**src/rtl/cpu_decode_pkg.sv**
```systemverilog
// Shared defines for the decode stage: tag width, RV32I opcodes, FSM encoding
// and the decoded-field bundle passed from the immediate decoder to the FSM.
// No ports; imported by cpu_decode and cpu_decode_imm.
package cpu_decode_pkg;

  localparam int TAG_W    = 8;
  localparam int TAG_SIZE = 1 << TAG_W;

  localparam logic [6:0] OPC_LUI      = 7'b0110111;
  localparam logic [6:0] OPC_AUIPC    = 7'b0010111;
  localparam logic [6:0] OPC_JAL      = 7'b1101111;
  localparam logic [6:0] OPC_JALR     = 7'b1100111;
  localparam logic [6:0] OPC_BRANCH   = 7'b1100011;
  localparam logic [6:0] OPC_LOAD     = 7'b0000011;
  localparam logic [6:0] OPC_STORE    = 7'b0100011;
  localparam logic [6:0] OPC_OP_IMM   = 7'b0010011;
  localparam logic [6:0] OPC_OP       = 7'b0110011;
  localparam logic [6:0] OPC_MISC_MEM = 7'b0001111;
  localparam logic [6:0] OPC_SYSTEM   = 7'b1110011;

  typedef enum logic [1:0] {
    ST_IDLE        = 2'd0,
    ST_WAIT_HAZARD = 2'd1,
    ST_ISSUE       = 2'd2
  } state_t;

  typedef struct packed {
    logic [4:0]  rs1;
    logic [4:0]  rs2;
    logic [4:0]  rd;
    logic        rs1_used;
    logic        rs2_used;
    logic        writes_rd;
    logic        illegal;
    logic [31:0] imm;
  } dec_t;

endpackage

```
**src/rtl/cpu_decode_imm.sv**
```systemverilog
// Combinational RV32I field decoder: register indices, operand-use flags,
// sign-extended immediate and illegal-opcode flag.
// Ports: instruction (32-bit word in), dec (decoded bundle out).
module cpu_decode_imm
  import cpu_decode_pkg::*;
(
  input  logic [31:0] instruction,
  output dec_t        dec
);

  logic [31:0] imm_i, imm_s, imm_b, imm_u, imm_j;

  assign imm_i = {{20{instruction[31]}}, instruction[31:20]};
  assign imm_s = {{20{instruction[31]}}, instruction[31:25], instruction[11:7]};
  assign imm_b = {{19{instruction[31]}}, instruction[31], instruction[7],
                  instruction[30:25], instruction[11:8], 1'b0};
  assign imm_u = {instruction[31:12], 12'b0};
  assign imm_j = {{11{instruction[31]}}, instruction[31], instruction[19:12],
                  instruction[20], instruction[30:21], 1'b0};

  always_comb begin
    dec           = '0;
    dec.rs1       = instruction[19:15];
    dec.rs2       = instruction[24:20];
    dec.rd        = instruction[11:7];
    case (instruction[6:0])
      OPC_LUI, OPC_AUIPC: begin
        dec.writes_rd = 1'b1;
        dec.imm       = imm_u;
      end
      OPC_JAL: begin
        dec.writes_rd = 1'b1;
        dec.imm       = imm_j;
      end
      OPC_JALR, OPC_LOAD, OPC_OP_IMM, OPC_SYSTEM: begin
        dec.rs1_used  = 1'b1;
        dec.writes_rd = 1'b1;
        dec.imm       = imm_i;
      end
      OPC_BRANCH: begin
        dec.rs1_used  = 1'b1;
        dec.rs2_used  = 1'b1;
        dec.imm       = imm_b;
      end
      OPC_STORE: begin
        dec.rs1_used  = 1'b1;
        dec.rs2_used  = 1'b1;
        dec.imm       = imm_s;
      end
      OPC_OP: begin
        dec.rs1_used  = 1'b1;
        dec.rs2_used  = 1'b1;
        dec.writes_rd = 1'b1;
      end
      OPC_MISC_MEM: begin
        // FENCE carries an I-format word but touches no GPR operands.
        dec.imm       = imm_i;
      end
      default: begin
        // Unknown opcodes still flow to execute so it can raise the trap.
        dec.illegal   = 1'b1;
      end
    endcase
  end

endmodule

```
**src/rtl/cpu_decode.sv**
```systemverilog
// Decode stage: accepts tagged fetches, stalls on scoreboard hazards, issues
// decoded instructions to execute and tracks pending register writes.
// Ports: i_clock/i_reset; fetch (tag/instruction/pc in); register-file read
// (o_read_tag/rs1/rs2 out); writeback observe (tag/rd in); execute (busy/flush
// in, tag/pc/instruction/rd/imm/writes_rd/illegal/stalled out).
module cpu_decode
  import cpu_decode_pkg::*;
#(
  parameter int TAG_W = cpu_decode_pkg::TAG_W
) (
  input  logic             i_clock,
  input  logic             i_reset,
  input  logic [TAG_W-1:0] i_fetch_tag,
  input  logic [31:0]      i_fetch_instruction,
  input  logic [31:0]      i_fetch_pc,
  output logic [TAG_W-1:0] o_read_tag,
  output logic [4:0]       o_read_rs1_idx,
  output logic [4:0]       o_read_rs2_idx,
  input  logic [TAG_W-1:0] i_wb_tag,
  input  logic [4:0]       i_wb_rd_idx,
  input  logic             i_execute_busy,
  input  logic             i_flush,
  output logic [TAG_W-1:0] o_tag,
  output logic [31:0]      o_pc,
  output logic [31:0]      o_instruction,
  output logic [4:0]       o_rd_idx,
  output logic [31:0]      o_imm,
  output logic             o_writes_rd,
  output logic             o_illegal,
  output logic             o_stalled
);

  state_t           state, state_nxt;
  logic [TAG_W-1:0] last_fetch_tag;
  logic [TAG_W-1:0] last_wb_tag;
  logic [31:0]      lat_instr;
  logic [31:0]      lat_pc;
  logic [31:0]      busy;

  logic [31:0]      cur_instr;
  dec_t             dec;
  logic             accept;
  logic             wb_clr;
  logic [31:0]      clr_mask;
  logic [31:0]      set_mask;
  logic [31:0]      busy_clr;
  logic             hazard;
  logic             issue_go;
  logic             to_issue;

  // In IDLE the hazard check must see the incoming word so accept and the
  // IDLE->ISSUE decision happen on the same edge; afterwards use the latch.
  assign cur_instr = (state == ST_IDLE) ? i_fetch_instruction : lat_instr;

  cpu_decode_imm u_imm (
    .instruction (cur_instr),
    .dec         (dec)
  );

  assign accept   = (state == ST_IDLE) && (i_fetch_tag != last_fetch_tag);
  assign wb_clr   = (i_wb_tag != last_wb_tag);
  assign clr_mask = wb_clr ? (32'd1 << i_wb_rd_idx) : 32'd0;
  // Hazards are judged after this cycle's writeback clear so a dependent
  // instruction can leave WAIT_HAZARD on the very edge the producer retires.
  assign busy_clr = busy & ~clr_mask;
  assign hazard   = (dec.rs1_used && (dec.rs1 != 5'd0) && busy_clr[dec.rs1]) ||
                    (dec.rs2_used && (dec.rs2 != 5'd0) && busy_clr[dec.rs2]);
  assign issue_go = (state == ST_ISSUE) && !i_execute_busy && !i_flush;
  assign to_issue = !i_flush && !hazard &&
                    (accept || (state == ST_WAIT_HAZARD));
  // Set is OR-ed after the clear so it wins on a same-register collision.
  assign set_mask = (issue_go && dec.writes_rd && (dec.rd != 5'd0)) ?
                    (32'd1 << dec.rd) : 32'd0;

  // State register
  always_ff @(posedge i_clock) begin
    if (i_reset) state <= ST_IDLE;
    else         state <= state_nxt;
  end

  // Next-state logic
  always_comb begin
    state_nxt = state;
    if (i_flush) begin
      state_nxt = ST_IDLE;
    end else begin
      case (state)
        ST_IDLE:        if (accept) state_nxt = hazard ? ST_WAIT_HAZARD : ST_ISSUE;
        ST_WAIT_HAZARD: if (!hazard) state_nxt = ST_ISSUE;
        ST_ISSUE:       if (!i_execute_busy) state_nxt = ST_IDLE;
        default:        state_nxt = ST_IDLE;
      endcase
    end
  end

  // State-derived outputs
  always_comb begin
    o_stalled = (state == ST_WAIT_HAZARD);
  end

  // Datapath, tag counters and scoreboard
  always_ff @(posedge i_clock) begin
    if (i_reset) begin
      last_fetch_tag <= i_fetch_tag;
      last_wb_tag    <= '0;
      lat_instr      <= '0;
      lat_pc         <= '0;
      busy           <= '0;
      o_read_tag     <= '0;
      o_read_rs1_idx <= '0;
      o_read_rs2_idx <= '0;
      o_tag          <= '0;
      o_pc           <= '0;
      o_instruction  <= '0;
      o_rd_idx       <= '0;
      o_imm          <= '0;
      o_writes_rd    <= 1'b0;
      o_illegal      <= 1'b0;
    end else begin
      busy <= (busy_clr | set_mask) & ~32'd1;
      if (wb_clr) last_wb_tag <= i_wb_tag;

      if (i_flush) begin
        // Resync so the tag already on the fetch bus is not replayed.
        last_fetch_tag <= i_fetch_tag;
      end else if (accept) begin
        last_fetch_tag <= i_fetch_tag;
        lat_instr      <= i_fetch_instruction;
        lat_pc         <= i_fetch_pc;
      end

      if (to_issue) begin
        o_read_tag     <= o_read_tag + 1'b1;
        o_read_rs1_idx <= dec.rs1;
        o_read_rs2_idx <= dec.rs2;
      end

      if (issue_go) begin
        o_tag         <= o_tag + 1'b1;
        o_pc          <= lat_pc;
        o_instruction <= lat_instr;
        o_rd_idx      <= dec.rd;
        o_imm         <= dec.imm;
        o_writes_rd   <= dec.writes_rd;
        o_illegal     <= dec.illegal;
      end
    end
  end

endmodule

```
**config.mk**
```make
export PLATFORM = sky130hd
export DESIGN_NAME = cpu_decode
export DESIGN_NICKNAME = d
export VERILOG_FILES = /design/src/rtl/cpu_decode_pkg.sv /design/src/rtl/cpu_decode_imm.sv /design/src/rtl/cpu_decode.sv
export SDC_FILE = /design/constraint.sdc
export NUM_CORES = 1
export LEC_CHECK = 0
export ABC_AREA = 1
export CAP_MARGIN = 20
export CORE_MARGIN = 4
export CORE_UTILIZATION = 47
export CTS_CLUSTER_DIAMETER = 60
export DETAILED_ROUTE_END_ITERATION = 7
export GPL_TIMING_DRIVEN = 0
export PLACE_DENSITY = 0.77
export REMOVE_ABC_BUFFERS = 1
export SYNTH_ARGS = -nofsm -noshare
export SYNTH_HDL_FRONTEND = slang
export SYNTH_SLANG_ARGS = --single-unit
export TNS_END_PERCENT = 10
```
**constraint.sdc**
```tcl
create_clock -name i_clock -period 2.3 [get_ports i_clock]
set_input_delay 0.46 -clock i_clock [delete_from_list [all_inputs] [get_ports i_clock]]
set_output_delay 0.46 -clock i_clock [all_outputs]
set_load 0.01 [all_outputs]
```
Word-level counts from Yosys, hierarchy flattened
Cells that the tools add are included. Widths: inputs -> output; s select.

Output and inout bits: 130. Register bits after elaboration: 243.

Add/sub/neg operators: 2. Shift operators: 2. Bitwise gates (word level): 4. Magnitude comparators: 2. Reductions and logical operators: 30. Mux-type cells: 20. Equality and inequality tests: 18.

Operator list (number): $pmux 32 s5 (1); $mux 32 (3); $shl 1x5->32 const A (2); $and 32x32->32 (1); $not 32->32 (1); $or 32x32->32 (1); $eq 7x7->1 const B (4); $mux 8 (3); $eq 7x6->1 const B (3); $add 8x1->8 const B (2); $ne 8x8->1 (2); $reduce_bool 5->1 (3); $eq 7x5->1 const B (2); $lt 5x6->1 const B (2); $logic_and 1x1->1 (11); $reduce_or 11->1 (1); $bmux 1 s5 (2); $mux 2 (4); $reduce_or 8->1 (1); $eq 7x2->1 const B (1); $eq 7x4->1 const B (1); $reduce_or 7->1 (1); $mux 1 (6); $ne 2x2->1 const B (3); 13 further kinds (17).

Depth between registers and ports, before layout
Gate-level depths: netlist of run 1.

Depth after elaboration: 11. Depth in mapped cells: 22. Depth with buffers taken out: 20.

By module
From an unflattened synthesis of run 1, not the netlist that was laid out.

Cells, all modules: 1555. Area, all modules: 11225.8 um2.

By module, submodules not included: cpu_decode (area an instance 10216.0 um2, instances 1, cells each 1393); cpu_decode_imm (area an instance 1009.7 um2, instances 1, cells each 162).

Worst setup path before layout of run 1
OpenSTA, ideal clock, no wires.

Kind: register to register. Start point: reg state[0]. End point: reg busy[6]. Buffers on the path: 3. Cell stages (with the launch flop): 17. Data required time: 2232 ps. Arrival: 2274 ps. Path slack: -42 ps. Library setup time: 68 ps. Cell sequence: dfxtp_1 > nor2_4 > buf_6 > buf_8 > nand2_1 > o21ai_1 > nand2_2 > inv_2 > nand2_2 > nor3_4 > nor2_4 > nand2_4 > nand2_4 > nor3b_4 > buf_6 > nand2_2 > a21oi_2.

Longest elaborated chain between the ends: 9. Elaborated cells between the ends (all ways): 21. Those cells by class: eq/ne: 9; shift: 1; mux: 3; bitwise: 1; reduce/logical: 7.

RTL lines: from (decl) (RTL line cpu_decode.sv:33) `state_t state, state_nxt;`; from (signal assigned) (RTL line cpu_decode.sv:78) `else state <= state_nxt;`; $logic_not 2->1 (RTL line cpu_decode.sv:53) `assign cur_instr = (state == ST_IDLE) ? i_fetch_instruction : lat_instr;`; $mux 32 (RTL line cpu_decode.sv:53); $eq 7x6->1, or another cell as far along (RTL line cpu_decode_imm.sv:26) `case (instruction[6:0])`; $reduce_or 8->1 (no source line); $mux 1 (RTL line cpu_decode_imm.sv:26); $logic_and 1x1->1 (2 in series) (RTL line cpu_decode.sv:72) `assign set_mask = (issue_go && dec.writes_rd && (dec.rd != 5'd0)) ?`; $mux 32 (*) (RTL line cpu_decode.sv:72); $or 32x32->32 (*) (RTL line cpu_decode.sv:120) `busy <= (busy_clr | set_mask) & ~32'd1;`; to (signal assigned) (RTL line cpu_decode.sv:120); to (decl) (RTL line cpu_decode.sv:38) `logic [31:0] busy;`.

Every way passes the cells marked *; elsewhere a longest branch is shown, timed or not. A chain may end at the register's enable or synchronous reset.

Final worst setup path of run 1
Start point: reg state[0]. End point: reg o_read_tag[0].

Longest elaborated chain between the ends: 11. Elaborated cells between the ends (all ways): 30. Those cells by class: eq/ne: 8; mux: 7; reduce/logical: 15.

RTL lines: $logic_not 2->1 (RTL line cpu_decode.sv:53, cpu_decode.sv:60); $mux 32 (RTL line cpu_decode.sv:53); $eq 7x7->1, or another cell as far along (RTL line cpu_decode_imm.sv:26); $reduce_or 7->1 (no source line) / $reduce_or 3->1 (equally long branches); $mux 1 (RTL line cpu_decode_imm.sv:26); $logic_and 1x1->1, on equally long branches (2 in series) (RTL line cpu_decode.sv:66, cpu_decode.sv:67); $logic_or 1x1->1 (RTL line cpu_decode.sv:66) `assign hazard = (dec.rs1_used && (dec.rs1 != 5'd0) && busy_clr[dec.rs1]) ||`; $logic_not 1->1; $logic_and 1x1->1 (RTL line cpu_decode.sv:69) `assign to_issue = !i_flush && !hazard &&`; $logic_and 1x1->1 (*) (RTL line cpu_decode.sv:69); to (signal assigned) (RTL line cpu_decode.sv:133) `o_read_tag <= o_read_tag + 1'b1;`; to (decl) (RTL line cpu_decode.sv:16) `output logic [TAG_W-1:0] o_read_tag,`.

Every way passes the cells marked *; elsewhere a longest branch is shown, timed or not. The select of a mux whose other input is x is not followed.

==> flow_metrics.py, run 1 <==
metrics = {
    "logic_synthesis": {
        "synth_cell_types": 42,
        "synth_edf_count": 8,
        "async_reset_ff_share_pct": 0,
        "post-synth-top-area-fraction_pct": 43.9,
        "syn_inst": 1498,
        "ys_warn_count": 0,
        "yosysTopAreaCell": "dfxtp_1",
        "ys_seq_area_share_pct": 46.1,
        "synth_area_um2": 10700,
        "synth_seq_cells": 242,
        "synth_area_leaders": "dfxtp_1 (44%), nor2_1 (9.7%), nand2_1 (9.7%)",
        "avgSynthCellArea_um2": 7.13,
        "synthFlopType": "dfxtp_1",
    },
    "floorplanning": {
        "core-area_um2": 22100,
        "dieWidth_um": 159,
        "dieArea_um2": 25200,
        "die_y_um": 159,
        "rows": 54,
        "io_pins": 219,
        "start_util_pct": 48.3,
    },
    "status": {
        "outcome": "finished, violations left",
        "violations": "setup timing",
    },
    "critical_path": {
        "crit_required_ns": 2.77,
        "critPathCaptureType": "flop",
        "cp_max_fo": 8,
        "cp-start-kind": "flop",
        "critPathKind": "flop to flop",
        "worst_ep_arrival_time_ns": 3.15,
    },
    "clock_tree": {
        "clk_latency_ns": 0.54,
        "cts.path.max_buffers": 3,
        "clkSinkCount": 242,
        "htreeDepth": 1,
        "clkTransAtPathRegs_ns": 0.06,
        "numCtsBuffers": 27,
        "cts_root_buf": "clkbuf_16",
        "cts_tree": "built",
        "ctsHoldBuffers": 0,
    },
    "detailed_routing": {
        "finalWirelength_um": 34800,
        "avgViaCountPerCell": 5.37,
        "via_count": 10800,
        "wire_per_inst_um": 17.2,
        "drt_iter0_drc": 777,
        "ant_nets": 0,
        "drtPass1Iterations": 5,
        "drc": 0,
    },
    "global_routing": {
        "grt_pass1_wl_um": 55800,
        "gr-total-overflow": 0,
        "grt_pass1_vias": 10600,
        "grt_max_degree": 112,
        "grt_antenna_before_repair": 0,
        "grt_use_total_pct": 26.3,
    },
    "sta": {
        "rsz0062_at_grt": "yes",
        "fin_ws_ns": -0.375,
        "setup_violations": 82,
        "tightest_slew_ns": 1.10,
        "fin_crit_ns": 2.67,
        "fmax_mhz": 374,
        "slew_viol_final": 0,
        "finClkSkew_ns": 0.0119,
        "max_slew_margin_pct": 26.1,
        "fin_crit_sh_pct": 116,
        "finalHoldViolations": 0,
    },
    "cells_and_area": {
        "fillCellCount": 1852,
        "mostFrequentLayoutCell": "nor2_1",
        "layout.nets": 1809,
        "layout-drive-gt1-share_pct": 12.8,
        "num_antenna_cells": 0,
        "most-common-layout-cells": "nor2_1 (263), nand2_1 (262), dfxtp_1 (232), clkdlybuf4s50_1 (212), o21ai_0 (148)",
        "final_core_util_pct": 67.2,
        "fin_area_um2": 14900,
        "area_delta_synth_final_pct": 39.1,
    },
    "power": {
        "power_uw": 10600,
        "ir_worst_vdd_uv": 550,
        "power_density_nw_per_um2": 716,
        "leakagePower_uw": 0.00603,
    },
    "placed_design": {
        "place_congestion": 0.920,
        "place_area_um2": 13100,
        "dp_hpwl_um": 22300,
        "io_buffers": 218,
    },
    "flow_run": {
        "drv_cap": 0,
    },
    "hold_path": {
        "hp-class": "input port to flop",
    },
}
==> sequential cells by signal, indices dropped and copies added, names as in the netlist <==
signal,count
state,2
o_tag,8
o_rd_idx,5
last_fetch_tag,8
o_instruction,32
o_pc,32
o_read_rs2_idx,5
o_illegal,1
lat_instr,32
o_read_rs1_idx,5
busy,31
lat_pc,32
last_wb_tag,8
o_writes_rd,1
o_imm,32
o_read_tag,8
==> power breakdown <==
group	total (uW)	internal, uW	switching (uW)
sequential	4530	4420	113
combinational	1840	751	1090
clock	4260	2520	1750
total	10600	7690	2950
==> logic make-up (layout without fill, tap and decap cells) <==
family | Yosys count | after routing | synth area share, %
adders and majority gates | 2 | 2 | 0.234
and+or+nand+nor | 706 | 713 | 27.9
buffers and inverters | 195 | 428 | 7.33
DFF | 242 | 242 | 46.1
AOI/OAI and AO/OA | 334 | 334 | 16.8
xor gates and xnor gates | 19 | 19 | 1.56
==> per-stage QoR <==
| stage | setup TNS (ns) | instances | hold slack, ns | worst slack [ns] |
|---|---|---|---|---|
| 5_1_grt | -28.13 | 2018 | 0.409 | -0.553 |
| 3_5_place_dp | -167.03 | 1926 | 0.439 | -1.91 |
| 3_3_place_gp | -2299.40 | 1912 | 0.437 | -14.98 |
| 6_report | -15.40 | 2018 | 0.394 | -0.375 |
| 2_1_floorplan | -997.64 | 1414 | 0.432 | -6.80 |
| 4_1_cts | -12.90 | 2017 | 0.387 | -0.313 |
==> final timing paths <==
path	from	endpoint	cells after the start	slack, ns
max	state[0]	o_read_tag[0]	18	-0.37
min	i_reset	busy[11]	2	0.39
max reg2reg	state[0]	o_read_tag[0]	18	-0.37
min reg2reg	o_tag[7]	o_tag[7]	1	0.45
==> repair_timing <==
| item | 4_1_cts | 5_1_grt |
|---|---|---|
| setup buffers | 34 | 0 |
| setup endpoints to repair | 153 | 101 |
| cloned | 8 | 1 |
| pin swaps | 20 | 22 |
| resized for setup | 87 | 47 |
==> area by class of cell <==
type                            count  area, um^2  share of cell area [%]
Inverter                          111         444                    2.99
Clock buffer                       39         761                    5.12
Clock inverter                     10         106                   0.716
Timing Repair Buffer              268        2820                    19.0
Sequential cell                   242        4930                    33.2
Tap cell                          280         350                    2.36
Multi-Input combinational cell   1068        5440                    36.6
==> routing by layer <==
metal	up-vias	share of wire (%)	track usage, %
li1	5326	-	-
met1	5001	40	33.3
met2	435	47	43.4
met3	76	9.9	7.96
met4	0	3.3	8.32
met5	-	0	0
==> critical path, cell delays in order, from the launching register on <==
cell	delay (ns)
dfxtp_4	0.35
nor2_4	0.26
buf_12	0.19
nand2_4	0.06
o21ai_4	0.08
clkinvlp_4	0.20
nor2_4	0.18
buf_6	0.14
buf_4	0.10
nand2_1	0.04
nand3_1	0.08
nand3_1	0.08
nand2_1	0.09
nand2_2	0.08
nand3_4	0.23
nand3_4	0.18
nand2_2	0.12
nand2_1	0.05
nor2_1	0.11
==> cells in the mapped netlist (8+ instances only) <==
master    number
nand2_1      275
a21oi_2       10
edfxtp_1       8
inv_1        101
nand2_2       13
dfxtp_1      234
nor2_1       276
a21oi_1      130
o21bai_1       8
nand4_1       16
buf_2         10
o21ai_0      159
o21ai_1        9
xnor2_1       15
nor3_1        14
inv_2          8
clkbuf_1      64
nand3_1       88
(Power assumes the default switching activity.)
==> run 2, diff against run 1 <==
==> constraint.sdc (replaced) <==
create_clock -name i_clock -period 2.3 [get_ports i_clock]
set_input_delay 0.345 -clock i_clock [delete_from_list [all_inputs] [get_ports i_clock]]
set_output_delay 0.345 -clock i_clock [all_outputs]
set_load 0.01 [all_outputs]
==> flow_metrics.py, run 2 (synthesized netlist as in run 1, its figures left out) <==
metrics = {
    "status": {
        "outcome": "finished, violations left",
        "violations": "setup timing",
    },
    "sta": {
        "tightest_slew_ns": 1.12,
        "finalHoldViolations": 0,
        "max_slew_margin_pct": 24.6,
        "setup_violations": 84,
        "rsz0062_at_grt": "yes",
        "slew_viol_final": 0,
        "fin_crit_ns": 2.67,
        "fin_crit_sh_pct": 116,
        "finClkSkew_ns": 0.0110,
        "hold_slack_ns": 0.280,
        "fin_ws_ns": -0.371,
        "fmax_mhz": 374,
    },
    "power": {
        "power_frac_seq_pct": 42.6,
        "power_density_nw_per_um2": 717,
        "comb_power_share_pct": 17.3,
        "internal_power_uw": 7690,
        "p_clk_share_pct": 40.1,
        "switching_share_pct": 27.8,
        "p_sw_uw": 2960,
        "leakagePower_uw": 0.00599,
        "ir_worst_vdd_uv": 551,
    },
    "detailed_routing": {
        "ant_nets": 0,
        "wire_per_inst_um": 17.1,
        "finalWirelength_um": 34600,
        "via_count": 10900,
        "drc": 0,
        "drtPass1Iterations": 5,
        "drt_iter0_drc": 749,
        "avgViaCountPerCell": 5.38,
    },
    "cells_and_area": {
        "area_delta_synth_final_pct": 39.2,
        "mostFrequentLayoutCell": "nor2_1",
        "multi_input_area_um2": 5440,
        "layout.nets": 1812,
        "regArea_um2": 4930,
        "fillCellCount": 1860,
        "layout-drive-gt1-share_pct": 13.1,
        "num_antenna_cells": 0,
        "most-common-layout-cells": "nor2_1 (265), nand2_1 (262), dfxtp_1 (232), clkdlybuf4s50_1 (216), o21ai_0 (150)",
    },
    "global_routing": {
        "grt_pass1_wl_um": 56100,
        "grt_antenna_before_repair": 0,
        "grt_pass1_vias": 10600,
        "grt_use_total_pct": 26.4,
        "grt_max_degree": 112,
        "gr-total-overflow": 0,
    },
    "critical_path": {
        "cp-start-kind": "flop",
        "cp_max_fo": 8,
        "critPathKind": "flop to flop",
        "worst_ep_arrival_time_ns": 3.09,
        "critPathCaptureType": "flop",
        "crit_required_ns": 2.72,
    },
    "placed_design": {
        "dp_hpwl_um": 22300,
        "dp_slack_ns": -1.91,
        "place_congestion": 0.920,
        "io_buffers": 218,
    },
    "clock_tree": {
        "clkSinkCount": 242,
        "cts_tree": "built",
        "numCtsBuffers": 27,
        "cts_root_buf": "clkbuf_16",
        "cts.path.max_buffers": 3,
        "clkTransAtPathRegs_ns": 0.06,
        "clk_latency_ns": 0.54,
        "htreeDepth": 1,
        "ctsHoldBuffers": 0,
    },
    "flow_run": {
        "drv_cap": 0,
    },
    "floorplanning": {
        "die_y_um": 159,
        "io_pins": 219,
        "dieWidth_um": 159,
        "start_util_pct": 48.3,
        "rows": 54,
        "core-area_um2": 22100,
        "dieArea_um2": 25200,
    },
    "hold_path": {
        "hp-class": "input port to flop",
    },
}
[run 2: cell types whose count changed in the layout (fill, tap and decap cells not counted), moves of 4 or more]
cell | before | now
a21oi_1 | 122 | 117
a21oi_2 | 15 | 20
buf_4 | 24 | 29
clkdlybuf4s50_1 | 212 | 216
dlymetal6s2s_1 | 4 | 0
[run 2: repair_timing]
action / CTS / global route
pin swaps: 22 / 19
hold endpoints to repair: 0 / 0
gates resized for setup: 83 / 44
cloned: 8 / 0
endpoints found under the setup margin: 152 / 88
setup buffers: 37 / 2
[run 2: worst paths after layout]
check | startpoint | to | slack [ns] | cells after the start
max reg2reg | state[0] | o_read_rs1_idx[3] | -0.37 | 17
min | i_reset | busy[11] | 0.28 | 2
min reg2reg | o_tag[7] | o_tag[7] | 0.45 | 1
max | state[0] | o_read_rs1_idx[3] | -0.37 | 17
[run 2: power groups by stage]
stage / Sequential [uW] / Combinational [uW] / Clock, uW
CTS: 4530 / 1790 / 4330
finish: 4530 / 1840 / 4270
global placement: 4610 / 1460 / 0
floorplan: 4640 / 784 / 0
detailed placement: 4620 / 1500 / 0
global route: 4560 / 2010 / 4510
[run 2: metrics by stage]
| stage | utilization (%) | area [um^2] | cells | total power [uW] | setup TNS [ns] |
|---|---|---|---|---|---|
| floorplan | - | 10300 | 1414 | 5420 | -986.38 |
| global placement | 58.1 | 12800 | 1912 | 6070 | -2278.70 |
| detailed placement | 59.2 | 13100 | 1926 | 6120 | -151.12 |
| CTS | 66.7 | 14700 | 2020 | 10700 | -11.47 |
| global route | 67.2 | 14900 | 2021 | 11100 | -30.09 |
| finish | 67.2 | 14900 | 2021 | 10600 | -17.47 |
[run 2: final cells by class]
| type | instances | area share (%) |
|---|---|---|
| clock inverters | 10 | 0.716 |
| flip-flops and latches | 242 | 33.2 |
| multi-input cells | 1067 | 36.6 |
| repair buffers | 272 | 19.0 |
| clock buffers | 39 | 5.12 |
| well taps | 280 | 2.36 |
| inverters | 111 | 2.97 |
[run 2: per-layer routing]
layer  track usage, %  wire [um]  vias to the layer above
met3             7.98       3140                       70
li1                 -          -                     5326
met4             8.36       1080                        0
met5                0          0                        -
met2             43.7      16200                      419
met1             33.3      14200                     5051
[run 2: critical path, cell delays in order (launching register included)]
cell and delay, ns:
dfxtp_4 0.35, nor2_4 0.25, buf_12 0.18, nand2_4 0.06, o21ai_4 0.08, clkinvlp_4 0.21, nor2_4 0.19, buf_6 0.14
buf_4 0.10, nand2_1 0.04, nand3_1 0.08, nand3_1 0.08, nand2_1 0.09, nand2_2 0.08, nand3_4 0.23, nand3_4 0.15
o21bai_1 0.18, nor2_1 0.07
==> run 3, diff against run 2 <==
--- a/config.mk
+++ b/config.mk
@@ -7,14 +7,15 @@
 export LEC_CHECK = 0
 export ABC_AREA = 1
 export CAP_MARGIN = 20
-export CORE_MARGIN = 4
+export CORE_MARGIN = 2
 export CORE_UTILIZATION = 47
 export CTS_CLUSTER_DIAMETER = 60
 export DETAILED_ROUTE_END_ITERATION = 7
 export GPL_TIMING_DRIVEN = 0
-export PLACE_DENSITY = 0.77
+export PLACE_DENSITY = 0.76
 export REMOVE_ABC_BUFFERS = 1
 export SYNTH_ARGS = -nofsm -noshare
 export SYNTH_HDL_FRONTEND = slang
+export SYNTH_HIERARCHICAL = 1
 export SYNTH_SLANG_ARGS = --single-unit
 export TNS_END_PERCENT = 10
==> flow_metrics.py, run 3 <==
metrics = {
    "status": {
        "outcome": "finished, violations left",
        "violations": "setup timing",
    },
    "logic_synthesis": {
        "synthFlopType": "dfxtp_1",
        "avgSynthCellArea_um2": 7.22,
        "synth_area_leaders": "dfxtp_1 (42%), o21ai_0 (9.2%), a21oi_1 (8.3%)",
        "synth_edf_count": 8,
        "synth_seq_cells": 242,
        "yosysMostFrequentCell": "dfxtp_1",
        "syn_inst": 1555,
        "ys_seq_area_share_pct": 43.9,
        "synth_cell_types": 38,
        "ys_top_cells_by_count": "dfxtp_1 (234), nand2_1 (220), o21ai_0 (206)",
        "synth_area_um2": 11200,
        "async_reset_ff_share_pct": 0,
        "yosysTopAreaCell": "dfxtp_1",
        "post-synth-top-area-fraction_pct": 41.7,
        "ys_warn_count": 6,
    },
    "clock_tree": {
        "clkSinkCount": 242,
        "clkTransAtPathRegs_ns": 0.06,
        "cts_tree": "built",
        "cts_root_buf": "clkbuf_16",
        "clk_latency_ns": 0.55,
        "cts.path.max_buffers": 3,
        "numCtsBuffers": 27,
        "htreeDepth": 1,
        "ctsHoldBuffers": 0,
    },
    "global_routing": {
        "gr-total-overflow": 0,
        "grt_antenna_before_repair": 0,
        "grt_pass1_wl_um": 54200,
        "grt_use_total_pct": 26.8,
        "grt_pass1_vias": 10700,
        "grt_max_degree": 163,
    },
    "cells_and_area": {
        "area_delta_synth_final_pct": 40.4,
        "num_antenna_cells": 0,
        "fillCellCount": 1963,
        "mostFrequentLayoutCell": "dfxtp_1",
        "layout.nets": 1873,
        "most-common-layout-cells": "dfxtp_1 (232), clkdlybuf4s50_1 (216), nand2_1 (203), a21oi_1 (180)",
        "stdcell_count": 2118,
        "layout-drive-gt1-share_pct": 16.4,
        "fin_area_um2": 15800,
    },
    "floorplanning": {
        "die_y_um": 159,
        "core-area_um2": 23500,
        "rows": 56,
        "dieWidth_um": 159,
        "io_pins": 219,
        "start_util_pct": 47.8,
        "dieArea_um2": 25100,
    },
    "sta": {
        "fin_crit_sh_pct": 116,
        "setup_violations": 76,
        "finalHoldViolations": 0,
        "fmax_mhz": 375,
        "slew_viol_final": 0,
        "rsz0062_at_grt": "yes",
        "max_slew_margin_pct": 27.4,
        "fin_crit_ns": 2.66,
        "hold_slack_ns": 0.110,
        "tightest_slew_ns": 1.08,
        "finClkSkew_ns": 0.0228,
        "fin_ws_ns": -0.364,
    },
    "critical_path": {
        "rrSetupSlack_ns": -0.36,
        "worst_ep_arrival_time_ns": 3.13,
        "r2r-end": "o_read_rs2_idx[0]",
        "critPathKind": "flop to flop",
        "crit_required_ns": 2.76,
        "r2r.worst_path.cells": 18,
        "cp_max_fo": 8,
        "r2r-start": "state[0]",
        "critPathCaptureType": "flop",
        "cp-start-kind": "flop",
    },
    "power": {
        "p_sw_uw": 2800,
        "power_frac_seq_pct": 43.4,
        "switching_share_pct": 27.0,
        "p_clk_share_pct": 39.4,
        "power_density_nw_per_um2": 658,
        "power_uw": 10400,
        "internal_power_uw": 7570,
        "comb_power_share_pct": 17.2,
        "ir_worst_vdd_uv": 568,
        "leakagePower_uw": 0.00631,
    },
    "detailed_routing": {
        "ant_nets": 0,
        "via_count": 11300,
        "drt_iter0_drc": 815,
        "finalWirelength_um": 34500,
        "avgViaCountPerCell": 5.33,
        "drtPass1Iterations": 7,
        "drc": 0,
        "wire_per_inst_um": 16.3,
    },
    "hold_path": {
        "hold_path_startpoint": "i_reset",
        "min_to": "last_wb_tag[3]",
        "min_delay_path_depth": 2,
        "hp-class": "input port to flop",
    },
    "placed_design": {
        "io_buffers": 218,
        "place_area_um2": 13600,
        "dp_hpwl_um": 21700,
        "place_congestion": 0.927,
        "dp.cells": 2003,
    },
    "flow_run": {
        "drv_cap": 0,
    },
}
-- run 3: changes by cell type in the layout (fill, tap and decap cells not counted), moves of 31 or more --
cell	before	now
nand2_1	262	203
inv_1	89	125
o21ai_1	9	40
nand3_2	4	35
nor2_1	265	151
nand3_1	84	128
a21oi_1	117	180
-- run 3: cell type report --
class | count | area, um^2 | share of cell area, %
repair inverters | 3 | 22.5 | 0.143
multi-input cells | 1056 | 5770 | 36.6
clock inverters | 7 | 63.8 | 0.405
well taps | 319 | 399 | 2.53
repair buffers | 310 | 3260 | 20.7
flip-flops and latches | 242 | 4930 | 31.3
inverters | 142 | 556 | 3.52
clock buffers | 39 | 761 | 4.83
-- run 3: per-layer routing --
metal / up-vias / share of wire, % / GRT usage [%]
met5: - / 0 / 0
met2: 425 / 48 / 45.7
li1: 5624 / - / -
met3: 100 / 7.9 / 7.95
met1: 5147 / 40 / 32.1
met4: 0 / 3.5 / 9.35
-- run 3: worst max-delay path by stage --
stage	from	endpoint	cells after the start	slack (ns)
5_1_grt	state[0]	o_read_rs2_idx[1]	19	-0.48
4_1_cts	state[0]	o_read_rs2_idx[4]	18	-0.33
6_report	state[0]	o_read_rs2_idx[0]	18	-0.36
2_1_floorplan	i_flush	o_tag[6]	6	-14.26
3_3_place_gp	i_flush	o_tag[6]	7	-25.41
3_5_place_dp	state[1]	busy[16]	12	-1.52
-- run 3: kinds of logic (layout without fill, tap and decap cells) --
kind of cell	count (synthesis)	after routing	share of synthesized area, %
flip-flops	242	242	43.9
XOR/XNOR	19	19	1.48
adder cells (fa/ha/maj)	2	2	0.223
AND/OR/NAND/NOR	632	636	26.6
AO/OA/AOI/OAI	399	399	17.9
buffers and inverters	261	501	9.95
-- run 3: per-stage QoR --
stage	setup TNS [ns]	worst slack, ns	utilization [%]
6_report	-15.87	-0.364	67.2
2_1_floorplan	-1686.67	-14.26	-
3_3_place_gp	-3173.36	-25.41	56.3
4_1_cts	-11.34	-0.328	66.0
3_5_place_dp	-161.26	-1.52	57.9
5_1_grt	-30.18	-0.481	67.2
-- run 3: critical path: stages, from the launching register on --
cell,delay [ns]
dfxtp_4,0.39
nor2_4,0.05
buf_12,0.14
buf_12,0.12
buf_16,0.14
o21ai_4,0.20
buf_6,0.16
inv_1,0.13
nor2_2,0.16
nand2_1,0.07
nor2_1,0.11
nor2_1,0.05
a21oi_1,0.17
nand2_2,0.08
nand3_4,0.16
nand3_4,0.19
nand2_2,0.09
nand2_1,0.05
nor2_1,0.12
-- run 3: power by group through the flow --
stage	clock, uW	combinational (uW)	sequential [uW]
after CTS	4140	1700	4500
final	4080	1790	4500
after global routing	4320	1940	4520
after global placement	0	1370	4590
after floorplan	0	729	4620
after detailed placement	0	1430	4590
-- run 3: repair_timing --
action | CTS | global route
gates cloned | 11 | 0
endpoints found under the setup margin | 178 | 132
resized for setup | 129 | 89
pin swaps | 62 | 33
setup buffers | 49 | 9
